### src/rtl/lif_neuron_if.sv
// Bundle of the neuron's data-side signals: enable, pre-synaptic spike and weight in;
// fire pulse, membrane potential, refractory flag and spike counter out.
interface lif_neuron_if #(
    parameter int W_WIDTH = 8,
    parameter int V_WIDTH = 12
);
    logic               en;
    logic               pre_spike;
    logic [W_WIDTH-1:0] weight;
    logic               post_spike;
    logic [V_WIDTH-1:0] membrane;
    logic               refractory;
    logic [7:0]         spike_count;

    modport master (
        output en, pre_spike, weight,
        input  post_spike, membrane, refractory, spike_count
    );

    modport slave (
        input  en, pre_spike, weight,
        output post_spike, membrane, refractory, spike_count
    );
endinterface

### src/rtl/lif_neuron.sv
// Leaky integrate-and-fire neuron: saturating membrane with periodic shift leak,
// one-cycle fire pulse, then a fixed refractory window.
module lif_neuron #(
    parameter int W_WIDTH       = 8,
    parameter int V_WIDTH       = 12,
    parameter int THRESHOLD     = 200,
    parameter int LEAK_SHIFT    = 3,
    parameter int LEAK_PERIOD   = 4,
    parameter int REFRAC_CYCLES = 8
) (
    input  logic         clk,
    input  logic         rst,
    lif_neuron_if.slave  bus
);
    localparam int VW1  = V_WIDTH + 1;
    localparam int LC_W = (LEAK_PERIOD > 1) ? $clog2(LEAK_PERIOD) : 1;
    localparam int RC_W = (REFRAC_CYCLES > 1) ? $clog2(REFRAC_CYCLES) : 1;
    localparam logic [LC_W-1:0]    LC_LAST = LC_W'(LEAK_PERIOD - 1);
    localparam logic [RC_W-1:0]    RC_INIT = RC_W'((REFRAC_CYCLES > 0) ? REFRAC_CYCLES - 1 : 0);
    localparam logic [V_WIDTH-1:0] THR     = V_WIDTH'(THRESHOLD);

    typedef enum logic [1:0] {S_INTEGRATE, S_FIRE, S_REFRAC} state_t;

    state_t              r_state, w_state_nxt;
    logic [V_WIDTH-1:0]  r_v, w_v_nxt;
    logic                r_post, w_post_nxt;
    logic                r_refr, w_refr_nxt;
    logic [7:0]          r_cnt, w_cnt_nxt;
    logic [LC_W-1:0]     r_lc, w_lc_nxt;
    logic [RC_W-1:0]     r_rc, w_rc_nxt;

    logic [VW1-1:0]      w_leak;
    logic [VW1-1:0]      w_add;
    logic [VW1-1:0]      w_raw;
    logic [V_WIDTH-1:0]  w_vsum;

    // The extra top bit of the raw sum flags overflow past the membrane range.
    function automatic logic [V_WIDTH-1:0] clamp_v(input logic [VW1-1:0] x);
        return x[V_WIDTH] ? {V_WIDTH{1'b1}} : x[V_WIDTH-1:0];
    endfunction

    function automatic logic [7:0] sat_inc8(input logic [7:0] x);
        return (x == 8'hFF) ? x : x + 8'd1;
    endfunction

    // Leak is taken from the pre-add membrane, so it never exceeds r_v.
    assign w_leak = (r_lc == LC_LAST) ? VW1'(r_v >> LEAK_SHIFT) : '0;
    assign w_add  = bus.pre_spike ? VW1'(bus.weight) : '0;
    assign w_raw  = VW1'(r_v) - w_leak + w_add;
    assign w_vsum = clamp_v(w_raw);

    always_comb begin
        w_state_nxt = r_state;
        w_v_nxt     = r_v;
        w_post_nxt  = 1'b0;
        w_refr_nxt  = r_refr;
        w_cnt_nxt   = r_cnt;
        w_lc_nxt    = r_lc;
        w_rc_nxt    = r_rc;
        case (r_state)
            S_INTEGRATE: begin
                if (bus.en) begin
                    w_lc_nxt = (r_lc == LC_LAST) ? '0 : r_lc + LC_W'(1);
                    if (w_vsum >= THR) begin
                        w_v_nxt     = '0;
                        w_post_nxt  = 1'b1;
                        w_cnt_nxt   = sat_inc8(r_cnt);
                        w_lc_nxt    = '0;
                        w_state_nxt = S_FIRE;
                    end else begin
                        w_v_nxt = w_vsum;
                    end
                end
            end
            S_FIRE: begin
                w_v_nxt = '0;
                if (REFRAC_CYCLES == 0) begin
                    w_state_nxt = S_INTEGRATE;
                end else begin
                    w_state_nxt = S_REFRAC;
                    w_rc_nxt    = RC_INIT;
                    w_refr_nxt  = 1'b1;
                end
            end
            S_REFRAC: begin
                w_v_nxt = '0;
                if (r_rc == '0) begin
                    w_state_nxt = S_INTEGRATE;
                    w_refr_nxt  = 1'b0;
                end else begin
                    w_rc_nxt = r_rc - RC_W'(1);
                end
            end
            default: begin
                w_state_nxt = S_INTEGRATE;
                w_v_nxt     = '0;
                w_refr_nxt  = 1'b0;
            end
        endcase
    end

    always_ff @(posedge clk or posedge rst) begin
        if (rst) begin
            r_state <= S_INTEGRATE;
            r_v     <= '0;
            r_post  <= 1'b0;
            r_refr  <= 1'b0;
            r_cnt   <= '0;
            r_lc    <= '0;
            r_rc    <= '0;
        end else begin
            r_state <= w_state_nxt;
            r_v     <= w_v_nxt;
            r_post  <= w_post_nxt;
            r_refr  <= w_refr_nxt;
            r_cnt   <= w_cnt_nxt;
            r_lc    <= w_lc_nxt;
            r_rc    <= w_rc_nxt;
        end
    end

    assign bus.post_spike  = r_post;
    assign bus.membrane    = r_v;
    assign bus.refractory  = r_refr;
    assign bus.spike_count = r_cnt;
endmodule

### src/flat_wrapper.sv
// flat-port wrapper written by rule: the top's interface ports become plain ports
module lif_neuron_flat 
#(
    parameter int W_WIDTH       = 8,
    parameter int V_WIDTH       = 12,
    parameter int THRESHOLD     = 200,
    parameter int LEAK_SHIFT    = 3,
    parameter int LEAK_PERIOD   = 4,
    parameter int REFRAC_CYCLES = 8
)
  (clk, rst, bus_en, bus_pre_spike, bus_weight, bus_post_spike, bus_membrane, bus_refractory, bus_spike_count);
  lif_neuron_if #(.W_WIDTH(W_WIDTH), .V_WIDTH(V_WIDTH)) bus_i ();
  input  logic clk;
  input  logic rst;
  input wire logic [$bits(bus_i.en)-1:0] bus_en;
  input wire logic [$bits(bus_i.pre_spike)-1:0] bus_pre_spike;
  input wire logic [$bits(bus_i.weight)-1:0] bus_weight;
  output wire logic [$bits(bus_i.post_spike)-1:0] bus_post_spike;
  output wire logic [$bits(bus_i.membrane)-1:0] bus_membrane;
  output wire logic [$bits(bus_i.refractory)-1:0] bus_refractory;
  output wire logic [$bits(bus_i.spike_count)-1:0] bus_spike_count;
  assign bus_i.en = bus_en;
  assign bus_i.pre_spike = bus_pre_spike;
  assign bus_i.weight = bus_weight;
  assign bus_post_spike = bus_i.post_spike;
  assign bus_membrane = bus_i.membrane;
  assign bus_refractory = bus_i.refractory;
  assign bus_spike_count = bus_i.spike_count;
  lif_neuron #(.W_WIDTH(W_WIDTH), .V_WIDTH(V_WIDTH), .THRESHOLD(THRESHOLD), .LEAK_SHIFT(LEAK_SHIFT), .LEAK_PERIOD(LEAK_PERIOD), .REFRAC_CYCLES(REFRAC_CYCLES)) u_core (.clk(clk), .rst(rst), .bus(bus_i));
endmodule
### config.mk
export PLATFORM = sky130hd
export DESIGN_NAME = lif_neuron_flat
export DESIGN_NICKNAME = d
export VERILOG_FILES = /design/src/rtl/lif_neuron_if.sv /design/src/rtl/lif_neuron.sv /design/src/flat_wrapper.sv
export SDC_FILE = /design/constraint.sdc
export NUM_CORES = 1
export LEC_CHECK = 0
export ABC_AREA = 1
export BUFFER_PORTS_ARGS = -buffer_cell sky130_fd_sc_hd__buf_4
export CAP_MARGIN = 20
export CORE_MARGIN = 3
export CORE_UTILIZATION = 50
export DETAILED_ROUTE_END_ITERATION = 10
export PLACE_DENSITY = 0.7
export SYNTH_ARGS = -nofsm -noshare
export SYNTH_HDL_FRONTEND = slang
export SYNTH_SLANG_ARGS = --single-unit
### constraint.sdc
create_clock -name clk -period 3.9 [get_ports clk]
set_clock_uncertainty 0.05 [all_clocks]
set_input_delay 0.585 -clock clk [delete_from_list [all_inputs] [get_ports clk]]
set_output_delay 0.585 -clock clk [all_outputs]
set_load 0.01 [all_outputs]
==> reports/results.ini <==
[run_status]
run_status=completed

[synthesis]
dominant_register_cell_in_the_synthesized_netlist=sky130_fd_sc_hd__dfrtp_1
flops_latches_synth=29
synth_nets=402
synth-warning-count=0
netlist_area_sq_um=2649
postSynth.asyncResetShare_pct=100.0
netlist-cell-type-count=31
syn-mean-instance-area_sq_um=7.277
synth_sequential_area_ratio_pct=27.40
synthCells=364
synth-edff-count=0

[worst_setup_path]
critical_path.reg2reg.startpoint=u_core.r_lc[0]$_DFFE_PP0P_
endpoint_kind=flip-flop
cp_cell_sequence=ha_1, nand2_1, inv_1, fa_1, fa_1, inv_1, nand3_2, nand3_4, nand2_1, nand2_1, xor2_1, inv_1, nand2_1, nand3_2, nand2_2, nand3_1, nand2_1, nand2_1
worstRegToRegCells=18
crit_arrival_ps=3640
path_max_fanout=10
critPathLaunch=u_core.r_lc[0]$_DFFE_PP0P_
critical-path-slowest-cell=sky130_fd_sc_hd__fa_1
cpMostUsedCell=sky130_fd_sc_hd__nand2_1
slowest_delay_ps=470
worst_setup_path_endpoint=u_core.bus.spike_count[1]$_DFFE_PP0P_
critPathLaunchType=flip-flop
cp_data_required_time_ps=4010
timing.setup.critical_path_class=reg -> reg
r2r_end=u_core.bus.spike_count[1]$_DFFE_PP0P_
rrSetupSlack_ps=370

[cts]
tritoncts_clock_tree=built
post_cts_resize_count=0
numClockSinks=29
cts-root-buf=sky130_fd_sc_hd__clkbuf_8
ctsHoldBuffers=0
post-cts-setup-buffers=0
cts.reportedPaths.clkPinSlew_ps=70
cts_inserted_buffers=5
clkLatencyLatePin_ps=280
htree_depth=2
cts_buffer_depth=2

[global_route]
grt_overflow_total=0
grt_max_degree=20
grt_usage_pct=21.19
first_global_vias=2301
grt_pass1_wl_um=10400
antenna_violations_before_repair=0

[timing]
timing_hold_violations_final=0
achievable-frequency_mhz=283.2
unrepaired_setup_endpoints_after_global_routing=no
period_minus_slack_ps=3531
finalWorstSetupSlack_ps=368.6
slew_headroom_pct=64.84
setup_tns_ps=0
setup-violations-final=0
fin_crit_sh_pct=90.55
holdWs_ps=279.6
timing_worst_slew_pin_value_ps=526.9
final-max-slew-violation-count=0

[floorplan]
start_util_pct=53.94
io-pin-count=34
die_area_sq_um=6207
fp.dieH_um=78.79
fp-row-count=25
coreArea_sq_um=4911
die_width_um=78.79

[detailed_routing]
dr_total_vias=2263
detailedRoute.firstPassIterationCount=4
drt_wl_total_um=5903
route.detailed.wl_per_inst_um=12.59
antenna_left=0
drtIter0Drc=98
remaining_drc_errors=0
via_per_inst=4.825

[finish]
count_of_inserted_antenna_diode_cells=0
finalNonFillerCells=469
finalNetCount=439
fraction_of_layout_instances_using_a_drive_strength_above_1_pct=21.14
finalInstanceArea_sq_um=3058
fin_util_pct=62.27
area.growth.synth_to_final_pct=15.45
fill_cells=446

[power]
vdd.ir_drop.worst_mv=0.3211
post_layout_total_power_mw=1.111
p_leak_nw=1.783
powerDensity_nw_per_um2=363.2

[placed_design]
globalplace.congestion=0.8243
placement_setup_slack_ps=382.0
dp.final_hpwl_um=4835
placed_cells_incl_taps=461
postPlaceCellArea_sq_um=2975
io_buffer_count=33

[run]
cap_violations=0

[hold_path]
worst_hold_path_class=in -> async

## worst max-delay path, delay by kind of cell (launching register included)
kind | cells | cell delay (ps)
adders and majority gates | 3 | 1320
DFF | 1 | 370
buffers and inverters | 3 | 250
xor gates and xnor gates | 1 | 150
and+or+nand+nor | 11 | 1290
## placed cells by master, fill, tap and decap left out, types with 2 or more instances in the layout
cell / instances
sky130_fd_sc_hd__nand2_1: 102
sky130_fd_sc_hd__dfrtp_1: 29
sky130_fd_sc_hd__clkinv_2: 2
sky130_fd_sc_hd__nand3_2: 6
sky130_fd_sc_hd__o22ai_2: 8
sky130_fd_sc_hd__nand3_1: 15
sky130_fd_sc_hd__o21ai_0: 11
sky130_fd_sc_hd__inv_1: 82
sky130_fd_sc_hd__inv_2: 4
sky130_fd_sc_hd__clkbuf_8: 5
sky130_fd_sc_hd__nand4_1: 12
sky130_fd_sc_hd__buf_4: 35
sky130_fd_sc_hd__a21oi_1: 3
sky130_fd_sc_hd__fa_1: 8
sky130_fd_sc_hd__xnor2_1: 3
sky130_fd_sc_hd__nor2_2: 3
sky130_fd_sc_hd__xor2_1: 8
sky130_fd_sc_hd__nand2_2: 12
sky130_fd_sc_hd__ha_1: 18
sky130_fd_sc_hd__nand2_4: 4
sky130_fd_sc_hd__nor2_1: 22
## power by group
part	internal (mW)	switching [mW]
Combinational	0.181	0.288
Sequential	0.356	0.0503
Clock	0.123	0.112
Total	0.660	0.450
## sequential cells by signal, summed over array words and instances, names as in the netlist
name,cells
u_core.bus.post_spike,1
u_core.r_state,2
u_core.bus.spike_count,8
u_core.r_rc,3
u_core.r_lc,2
u_core.bus.membrane,12
u_core.bus.refractory,1
## cell families after synthesis
kind of cell / share of synthesized area (%)
AND/OR/NAND/NOR: 32.50
buffers and inverters: 14.31
flip-flops: 27.40
adder cells (fa/ha/maj): 14.55
AO/OA/AOI/OAI: 7.605
XOR/XNOR: 3.638
## cell usage after synthesis, drive strengths merged, types with 3 or more instances
cell type    n  area, sq um
nand2      118        503.0
inv         87        331.6
dfrtp       29        725.7
nor2        26        112.6
nand3       22        152.7
ha          18        225.2
nand4       13        87.58
o21ai       11        55.05
fa           8        160.2
o22ai        8        100.1
xor2         8        70.07
a21oi        4        31.28
buf          4        40.03
xnor2        3        26.28
## how the worst min path moves through the flow
stage | start | to | slack, ps | cells past startpoint
2_1_floorplan | u_core.r_rc[2]$_DFFE_PP0P_ | u_core.r_rc[2]$_DFFE_PP0P_ | 400 | 2
6_report | rst | u_core.bus.spike_count[4]$_DFFE_PP0P_ | 280 | 2
3_3_place_gp | u_core.r_rc[2]$_DFFE_PP0P_ | u_core.r_rc[2]$_DFFE_PP0P_ | 420 | 2
5_1_grt | rst | u_core.bus.spike_count[4]$_DFFE_PP0P_ | 290 | 2
3_5_place_dp | u_core.r_rc[2]$_DFFE_PP0P_ | u_core.r_rc[2]$_DFFE_PP0P_ | 430 | 2
4_1_cts | rst | u_core.bus.spike_count[3]$_DFFE_PP0P_ | 290 | 2
## final cells by class
type / instances / area [sq um] / share of cell area (%)
Multi-Input combinational cell: 242 / 1544 / 50.49
Timing Repair Buffer: 36 / 290.3 / 9.493
Clock buffer: 6 / 72.57 / 2.373
Tap cell: 67 / 83.83 / 2.741
Inverter: 87 / 331.6 / 10.84
Clock inverter: 2 / 10.01 / 0.3273
Sequential cell: 29 / 725.7 / 23.73
## metal layers
layer | vias up | share of wire (%) | global-route usage [%]
met5 | - | 0 | 0
met4 | 0 | 1.5 | 7.517
met3 | 7 | 3.7 | 3.401
met2 | 43 | 49 | 36.50
met1 | 1033 | 46 | 26.80
li1 | 1180 | - | -
Power figures use the tool's default switching activity.
